File: config.mk
export PLATFORM = sky130hd
export DESIGN_NAME = data_mem_ctrl
export DESIGN_NICKNAME = d
export VERILOG_FILES = /design/src/rtl/mem_pkg.sv /design/src/rtl/mem_lane_align.sv /design/src/rtl/data_mem_ctrl.sv
export SDC_FILE = /design/constraint.sdc
export NUM_CORES = 1
export LEC_CHECK = 0
export ABC_AREA = 1
export BUFFER_PORTS_ARGS = -buffer_cell sky130_fd_sc_hd__buf_2
export CORE_MARGIN = 2
export CORE_UTILIZATION = 40
export CTS_CLUSTER_SIZE = 24
export DETAILED_ROUTE_END_ITERATION = 8
export PLACE_DENSITY_LB_ADDON = 0.08
export SKIP_LAST_GASP = 1
export SLEW_MARGIN = 20
export SYNTH_ARGS = -nofsm -noshare
export SYNTH_HDL_FRONTEND = slang
export SYNTH_HIERARCHICAL = 1
export SYNTH_SLANG_ARGS = --single-unit
File: constraint.sdc
create_clock -name clk -period 2.2 [get_ports clk]
set_input_delay 0.22 -clock clk [delete_from_list [all_inputs] [get_ports clk]]
set_output_delay 0.22 -clock clk [all_outputs]
set_load 0.05 [all_outputs]
File: src/rtl/mem_pkg.sv
// Shared definitions for the data memory controller: FSM state encoding,
// RISC-V load/store size codes and the access-legality helper.
package mem_pkg;

  typedef enum logic [1:0] {
    ST_IDLE  = 2'b00,
    ST_READ  = 2'b01,
    ST_WRITE = 2'b10,
    ST_RESP  = 2'b11
  } state_t;

  localparam logic [2:0] SZ_B  = 3'b000;
  localparam logic [2:0] SZ_H  = 3'b001;
  localparam logic [2:0] SZ_W  = 3'b010;
  localparam logic [2:0] SZ_BU = 3'b100;
  localparam logic [2:0] SZ_HU = 3'b101;

  // True when the access cannot be performed: misaligned halfword/word,
  // word index beyond the attached memory, or an undefined size code.
  function automatic logic is_access_error(input logic [31:0] addr,
                                           input logic [2:0]  size,
                                           input logic [29:0] words);
    logic err;
    err = 1'b0;
    case (size)
      SZ_B, SZ_BU: err = 1'b0;
      SZ_H, SZ_HU: err = addr[0];
      SZ_W:        err = (addr[1:0] != 2'b00);
      default:     err = 1'b1;
    endcase
    if (addr[31:2] >= words) begin
      err = 1'b1;
    end else begin
      err = err;
    end
    return err;
  endfunction

endpackage

File: src/rtl/mem_lane_align.sv
// Byte-lane steering: extracts and extends load data from a memory word,
// and merges store data into a previously read word for sub-word stores.
module mem_lane_align
  import mem_pkg::*;
(
  input  logic [1:0]  i_lane,
  input  logic [2:0]  i_size,
  input  logic [31:0] i_rd_word,
  input  logic [31:0] i_base_word,
  input  logic [31:0] i_wdata,
  output logic [31:0] o_load_data,
  output logic [31:0] o_merged_word
);

  logic [4:0]  w_bit_off;
  logic [7:0]  w_byte;
  logic [15:0] w_half;

  assign w_bit_off = {i_lane, 3'b000};

  // Load path: select the addressed lane and sign- or zero-extend it.
  always_comb begin
    w_byte      = i_rd_word[w_bit_off +: 8];
    w_half      = i_lane[1] ? i_rd_word[31:16] : i_rd_word[15:0];
    o_load_data = 32'h0000_0000;
    case (i_size)
      SZ_B:    o_load_data = {{24{w_byte[7]}}, w_byte};
      SZ_H:    o_load_data = {{16{w_half[15]}}, w_half};
      SZ_W:    o_load_data = i_rd_word;
      SZ_BU:   o_load_data = {24'h00_0000, w_byte};
      SZ_HU:   o_load_data = {16'h0000, w_half};
      default: o_load_data = 32'h0000_0000;
    endcase
  end

  // Store path: replace only the addressed lane(s); full words pass straight through.
  always_comb begin
    o_merged_word = i_base_word;
    case (i_size[1:0])
      2'b00: o_merged_word[w_bit_off +: 8] = i_wdata[7:0];
      2'b01: begin
        if (i_lane[1]) begin
          o_merged_word[31:16] = i_wdata[15:0];
        end else begin
          o_merged_word[15:0] = i_wdata[15:0];
        end
      end
      2'b10:   o_merged_word = i_wdata;
      default: o_merged_word = i_base_word;
    endcase
  end

endmodule

File: src/rtl/data_mem_ctrl.sv
// Data memory controller: accepts one CPU load/store at a time, sequences
// word reads/writes (read-modify-write for sub-word stores) and returns a
// single-cycle response with extended load data or an error flag.
module data_mem_ctrl
  import mem_pkg::*;
#(
  parameter int DATA_WORDS = 64
) (
  input  logic        clk,
  input  logic        rst,
  input  logic        req_valid,
  output logic        req_ready,
  input  logic        req_write,
  input  logic [31:0] req_addr,
  input  logic [31:0] req_wdata,
  input  logic [2:0]  req_size,
  output logic        rsp_valid,
  output logic [31:0] rsp_rdata,
  output logic        rsp_error,
  output logic [31:0] mem_access_addr,
  output logic [31:0] mem_wr_val,
  output logic        mem_write_en,
  output logic        mem_read_en,
  output logic [2:0]  mem_data_size,
  input  logic [31:0] mem_rd_val
);

  localparam logic [29:0] LP_WORDS = 30'(DATA_WORDS);

  state_t      r_state;
  state_t      w_next_state;
  logic [31:0] r_addr;
  logic [31:0] r_wdata;
  logic [2:0]  r_size;
  logic        r_write;
  logic [31:0] r_cap;
  logic [31:0] r_rsp_rdata;
  logic        r_rsp_error;
  logic        w_accept;
  logic        w_err;
  logic [31:0] w_load_data;
  logic [31:0] w_merged;

  assign w_accept      = (r_state == ST_IDLE) && req_valid;
  assign w_err         = is_access_error(req_addr, req_size, LP_WORDS);
  assign mem_data_size = SZ_W;

  mem_lane_align u_lane_align (
    .i_lane        (r_addr[1:0]),
    .i_size        (r_size),
    .i_rd_word     (mem_rd_val),
    .i_base_word   (r_cap),
    .i_wdata       (r_wdata),
    .o_load_data   (w_load_data),
    .o_merged_word (w_merged)
  );

  // State register.
  always_ff @(posedge clk) begin
    if (rst) begin
      r_state <= ST_IDLE;
    end else begin
      r_state <= w_next_state;
    end
  end

  // Next-state decode; errors skip memory, word stores skip the read.
  always_comb begin
    w_next_state = r_state;
    case (r_state)
      ST_IDLE: begin
        if (!req_valid) begin
          w_next_state = ST_IDLE;
        end else if (w_err) begin
          w_next_state = ST_RESP;
        end else if (req_write && (req_size == SZ_W)) begin
          w_next_state = ST_WRITE;
        end else begin
          w_next_state = ST_READ;
        end
      end
      ST_READ: begin
        if (r_write) begin
          w_next_state = ST_WRITE;
        end else begin
          w_next_state = ST_RESP;
        end
      end
      ST_WRITE: w_next_state = ST_RESP;
      ST_RESP:  w_next_state = ST_IDLE;
      default:  w_next_state = ST_IDLE;
    endcase
  end

  // Request capture at acceptance and memory word capture at the end of READ.
  always_ff @(posedge clk) begin
    if (rst) begin
      r_addr      <= 32'h0000_0000;
      r_wdata     <= 32'h0000_0000;
      r_size      <= 3'b000;
      r_write     <= 1'b0;
      r_cap       <= 32'h0000_0000;
      r_rsp_rdata <= 32'h0000_0000;
      r_rsp_error <= 1'b0;
    end else if (w_accept) begin
      r_addr      <= req_addr;
      r_wdata     <= req_wdata;
      r_size      <= req_size;
      r_write     <= req_write;
      r_rsp_rdata <= 32'h0000_0000;
      r_rsp_error <= w_err;
    end else if (r_state == ST_READ) begin
      r_cap <= mem_rd_val;
      if (!r_write) begin
        r_rsp_rdata <= w_load_data;
      end else begin
        r_rsp_rdata <= 32'h0000_0000;
      end
    end else begin
      r_cap <= r_cap;
    end
  end

  // Output decode from the state register; everything idles at zero.
  always_comb begin
    req_ready       = 1'b0;
    rsp_valid       = 1'b0;
    rsp_rdata       = 32'h0000_0000;
    rsp_error       = 1'b0;
    mem_access_addr = 32'h0000_0000;
    mem_wr_val      = 32'h0000_0000;
    mem_write_en    = 1'b0;
    mem_read_en     = 1'b0;
    case (r_state)
      ST_IDLE: req_ready = 1'b1;
      ST_READ: begin
        mem_read_en     = 1'b1;
        mem_access_addr = {r_addr[31:2], 2'b00};
      end
      ST_WRITE: begin
        mem_write_en    = 1'b1;
        mem_access_addr = {r_addr[31:2], 2'b00};
        mem_wr_val      = w_merged;
      end
      ST_RESP: begin
        rsp_valid = 1'b1;
        rsp_rdata = r_rsp_rdata;
        rsp_error = r_rsp_error;
      end
      default: req_ready = 1'b0;
    endcase
  end

endmodule

Word level (Yosys, flattened, before mapping) --
Index checks and enable logic that the tools add are counted.
Cells by class: add/subtract/negate cells 1, multiply operators 0, divide/modulo/power cells 0, order comparisons 1, equal/unequal tests 13, shift-type cells 3, mux-type cells 22, bitwise operators 1, reductions and logical operators 12
Operators with widths (count):
- $pmux 32 s5 | 1
- $mux 32 | 4
- $pmux 32 s3 | 1
- $mux 16 | 3
- $bwmux 32 | 1
- $shift 8x7->32 const A | 1
- $shiftx 32x6->8 | 1
- $shiftx 8x7->32 | 1
- $ge 30x7->1 const B | 1
- $eq 3x3->1 const B | 4
- $pmux 2 s4 | 1
- $reduce_or 2->1 | 4
- $mux 1 | 7
- $neg 5->7 | 1
- $eq 2x2->1 const B | 3
- $eq 3x1->1 const B | 2
- $eq 3x2->1 const B | 2
- $logic_not 3->1 | 2
- $mux 2 | 3
- $eq 2x1->1 const B | 2
- $logic_not 2->1 | 2
- $pmux 1 s3 | 1
- $logic_and 1x1->1 | 2
- $reduce_and 2->1 | 1
- other kinds (2) | 2
Storage, ports and cells: bits in registers 135, latch bits 0, memory bits (writable) 0, ROM bits 0, output and inout port bits 104, memories kept 0

Depth between registers and ports, before layout --
depth in word-level cells 7, depth in mapped cells 11, depth with buffers taken out 10

Modules after synthesis --
Netlist, hierarchy kept.
By module, submodules not included:
- data_mem_ctrl | times used 1, cells each 703, area an instance 5461.5 um2
- mem_lane_align | times used 1, cells each 610, area an instance 2546.2 um2

Least setup slack after synthesis --
Ideal clock, no wire load.
path kind register to output, start point register r_addr[1], end point output port mem_wr_val[25], arrival time 2.073 ns, required time 1.980 ns, setup slack -0.093 ns, cell stages (with the launch flop) 11, buffers on the path 1, cells stage by stage dfxtp_1 inv_2 clkbuf_1 ha_1 nor2_1 nand3_1 nand2_1 nand2_1 nand3_1 nand2_1 inv_1
Between the ends: word-level cells in the longest chain between the ends 5
RTL lines:
- from (decl) | line data_mem_ctrl.sv:32 | logic [31:0] r_addr;
- from (signal assigned) | line data_mem_ctrl.sv:106 | r_addr <= req_addr;
- $neg 5->7 | line mem_lane_align.sv:40 | 2'b00: o_merged_word[w_bit_off +: 8] = i_wdata[7:0];
- $shiftx 8x7->32 or $shift 8x7->32 (tied branches) | line mem_lane_align.sv:40
- $bwmux 32 | line mem_lane_align.sv:40
- $pmux 32 s3 (*) | line mem_lane_align.sv:39 | case (i_size[1:0])
- net w_merged[25] | line data_mem_ctrl.sv:42 | logic [31:0] w_merged;
- $mux 32 (*) | line data_mem_ctrl.sv:134 | case (r_state)
- to (decl) | line data_mem_ctrl.sv:21 | output logic [31:0] mem_wr_val,
The timed path passes the listed nets; every way through them passes the cells marked *.

Worst setup path after layout --
start point register r_addr[1], end point output port mem_wr_val[17]
Same word-level chain as after synthesis.

==> metrics.txt <==
slowest stage delay, CP 0.38 ns; Syn. warnings 6; Core ar. 19500 sq um; Initial Util 0.410; post-synthesis mux area share 0; post-synthesis sequential area ratio 0.338; Critical Path Source Type flop; Ports 207; Worst-Margin Slew 0.563 ns; crit end category primary output; synthesis-stage register bit count 135; syn avg cell area 6.10 sq um; largest family of logic cells by synthesized area simple AND/OR/NAND/NOR gates; gr ovfl total 0; vias in the first global route 7965; worst skew pair latency 0.42 ns; Adder-Cell Fraction of Synth Area 0.0141; Hold Path Class primary input to flop; Final Critical Period 2.27 ns; Leakage 5.50 nW; Bufs on Longest Clock Path 2; power density over cell area 1120 nW/um^2; CTS HTree Levels 4; clk sinks 135; DP HPWL 18.6 mm; worst setup margin -0.0679 ns; Chip Width 145 um; first-pass GRT wire length 41.7 mm; Remaining DRCs 0; Iter 0 DRT Violations 601; Clock Skew 0.0106 ns; fin nets 1609; post-synthesis xor/xnor area fraction 0; Final Wtd Congestion 0.885; Hold Crit Depth 2; fmax 441 MHz; CP Data Required Time 1.98 ns; # Max-Cap Violations 0; Synth Area in Simple Gates 0.367; TritonRoute pass-1 iters 5; DR vias/cell 4.91; max-slew violation count 0; kind of critical path flop to primary output; total number of vias 8718; initial antenna violation count 1; Fin. Hold Viols 0; Final Cycle Share 1.03; root buf cell clkbuf_16; Synth cell types 30; IO Port Bufs 201; pre-CTS WS 0.139 ns; final core utilization 0.539; CTS tree built; cells on worst reg2reg path 10; WL/cell 14.7 um; largest net degree at the start of global routing 39; final WL 26.1 mm; Compound-Gate Fraction of Synth Area 0.140; RSZ-0062 raised after global routing yes; share of cells above drive strength 1 0.256; Die Y-Extent 145 um; final setup vio count 16; die area 21200 sq um; Area growth syn-to-layout 31.4%; Detail Route Antenna Nets 0; IR drop worst, VDD 0.818 mV; gate count of the mapped netlist 1313; GRT Util Overall 0.242; failing checks setup timing; slowest CP cell dfxtp_4; Num CTS Buffers 17; Synth Cell Area 8010 sq um; Max-slew headroom 0.624; CP Max Fanout 8; FP Rows 51; status finished, violations left; CP Cell Sequence inv_6, ha_4, inv_2, nor2_2, buf_6, nand3_2, nand2_1, nand2_1, nand3_2, nand2_2, clkinvlp_4, buf_8; Worst-path clk slew 0.06 ns; Crit path arrival time 2.05 ns
## layout make-up
type                            count  area (sq um)
Fill cell                        2050          9000
Multi-Input combinational cell    919          4440
Sequential cell                   135          2710
Timing Repair Buffer              242          1660
Inverter                          182           817
Clock buffer                       24           482
Tap cell                          265           332
Clock inverter                      7          70.1
Antenna cell                        1          2.50
## cell families after synthesis
logic type | after synthesis
AOI/OAI and AO/OA | 171
adders and majority gates | 9
buffers and inverters | 262
DFF | 135
other | 2
and+or+nand+nor | 734
## flip-flops by register name (all words and copies together), names as in the netlist
register / count
r_wdata: 32
r_rsp_rdata: 32
r_cap: 32
r_addr: 32
r_rsp_error: 1
r_state: 2
r_size: 3
r_write: 1
## critical path, delay by kind of cell, from the launching register on
kind	cells	cell delay (ns)
flops	1	0.38
fa+ha+maj	1	0.28
simple gates	6	0.47
buf+inv	5	0.50
## per-stage QoR
| stage | hold WS, ns | cell area (sq um) | setup TNS [ns] | power [mW] | instances |
|---|---|---|---|---|---|
| 4_1_cts | 0.00925 | 10300 | -0.0982 | 11.6 | 1774 |
| 3_5_place_dp | 0.450 | 9290 | 0 | 8.59 | 1735 |
| 3_3_place_gp | 0.444 | 9290 | 0 | 8.56 | 1735 |
| 5_1_grt | 0.0127 | 10500 | -3.43 | 12.5 | 1774 |
| 2_1_floorplan | 0.355 | 8140 | -0.122 | 7.32 | 1316 |
| 6_report | 0.0208 | 10500 | -0.518 | 11.8 | 1775 |
## per-layer routing
layer	routed length, um	up-vias	share of wire	track usage
met5	13	-	0.00050	0
met2	11700	299	0.45	0.386
met1	11800	3959	0.45	0.326
li1	-	4435	-	-
met3	2080	23	0.080	0.0646
met4	403	2	0.015	0.0632
## synth_stat cells
| cell type | n | area (sq um) |
|---|---|---|
| nor3_1 | 1 | 5.00 |
| nand2_2 | 1 | 6.26 |
| o21bai_1 | 1 | 7.51 |
| nand3_1 | 101 | 505 |
| buf_1 | 4 | 15.0 |
| clkbuf_2 | 1 | 5.00 |
| clkbuf_1 | 27 | 101 |
| a21oi_1 | 50 | 250 |
| nand2_1 | 465 | 1750 |
| nor2b_1 | 1 | 6.26 |
| buf_6 | 9 | 101 |
| a22o_1 | 63 | 552 |
| o21ai_0 | 42 | 210 |
| o211ai_1 | 7 | 52.6 |
| buf_2 | 30 | 150 |
| clkinv_1 | 1 | 3.75 |
| nand2_4 | 1 | 11.3 |
| o22ai_1 | 2 | 12.5 |
| nor2_1 | 149 | 559 |
| nor2_4 | 2 | 22.5 |
| inv_2 | 8 | 30.0 |
| nor2_2 | 4 | 25.0 |
| buf_4 | 9 | 67.6 |
| o21ai_1 | 5 | 25.0 |
| conb_1 | 2 | 7.51 |
| ha_1 | 9 | 113 |
| inv_1 | 173 | 649 |
| or2_2 | 9 | 56.3 |
| a32oi_1 | 1 | 8.76 |
| dfxtp_1 | 135 | 2700 |
## worst paths after layout
check / start / endpoint / slack (ns)
setup / recovery: r_addr[1]$_SDFFE_PP0P_ / mem_wr_val[17] / -0.07
hold / removal: req_wdata[6] / r_wdata[6]$_SDFFE_PP0P_ / 0.02
hold reg to reg: r_addr[29]$_SDFFE_PP0P_ / r_addr[29]$_SDFFE_PP0P_ / 0.46
setup reg to reg: r_addr[0]$_SDFFE_PP0P_ / r_rsp_rdata[25]$_SDFFE_PP0P_ / 0.37
## timing repair
item / 4_1_cts / 5_1_grt
endpoints found under the setup margin: 32 / 50
gates cloned: 0 / 0
hold buffers: 0 / 0
buffers inserted: 8 / 0
pin swaps: 3 / 7
gates resized for setup: 128 / 48
## power by group
| group | switching [mW] | internal (mW) |
|---|---|---|
| sequential | 0.606 | 3.06 |
| combinational | 3.62 | 1.75 |
| clock | 1.07 | 1.64 |
| total | 5.30 | 6.45 |
## cells in the final DEF (no fill, tap or decap), drive strengths merged
cell type / count
buf: 242
nor2: 155
a22o: 63
o21ai: 47
inv: 149
clkbuf: 24
a21oi: 50
a32oi: 1
clkinv: 5
nand2: 467
ha: 9
o22ai: 2
nor2b: 1
conb: 5
clkinvlp: 34
o21bai: 1
nor3: 1
diode: 1
nand3: 101
or2: 9
dfxtp: 135
o211ai: 7
bufinv: 1
No activity file was read; power rests on OpenSTA's default activity.
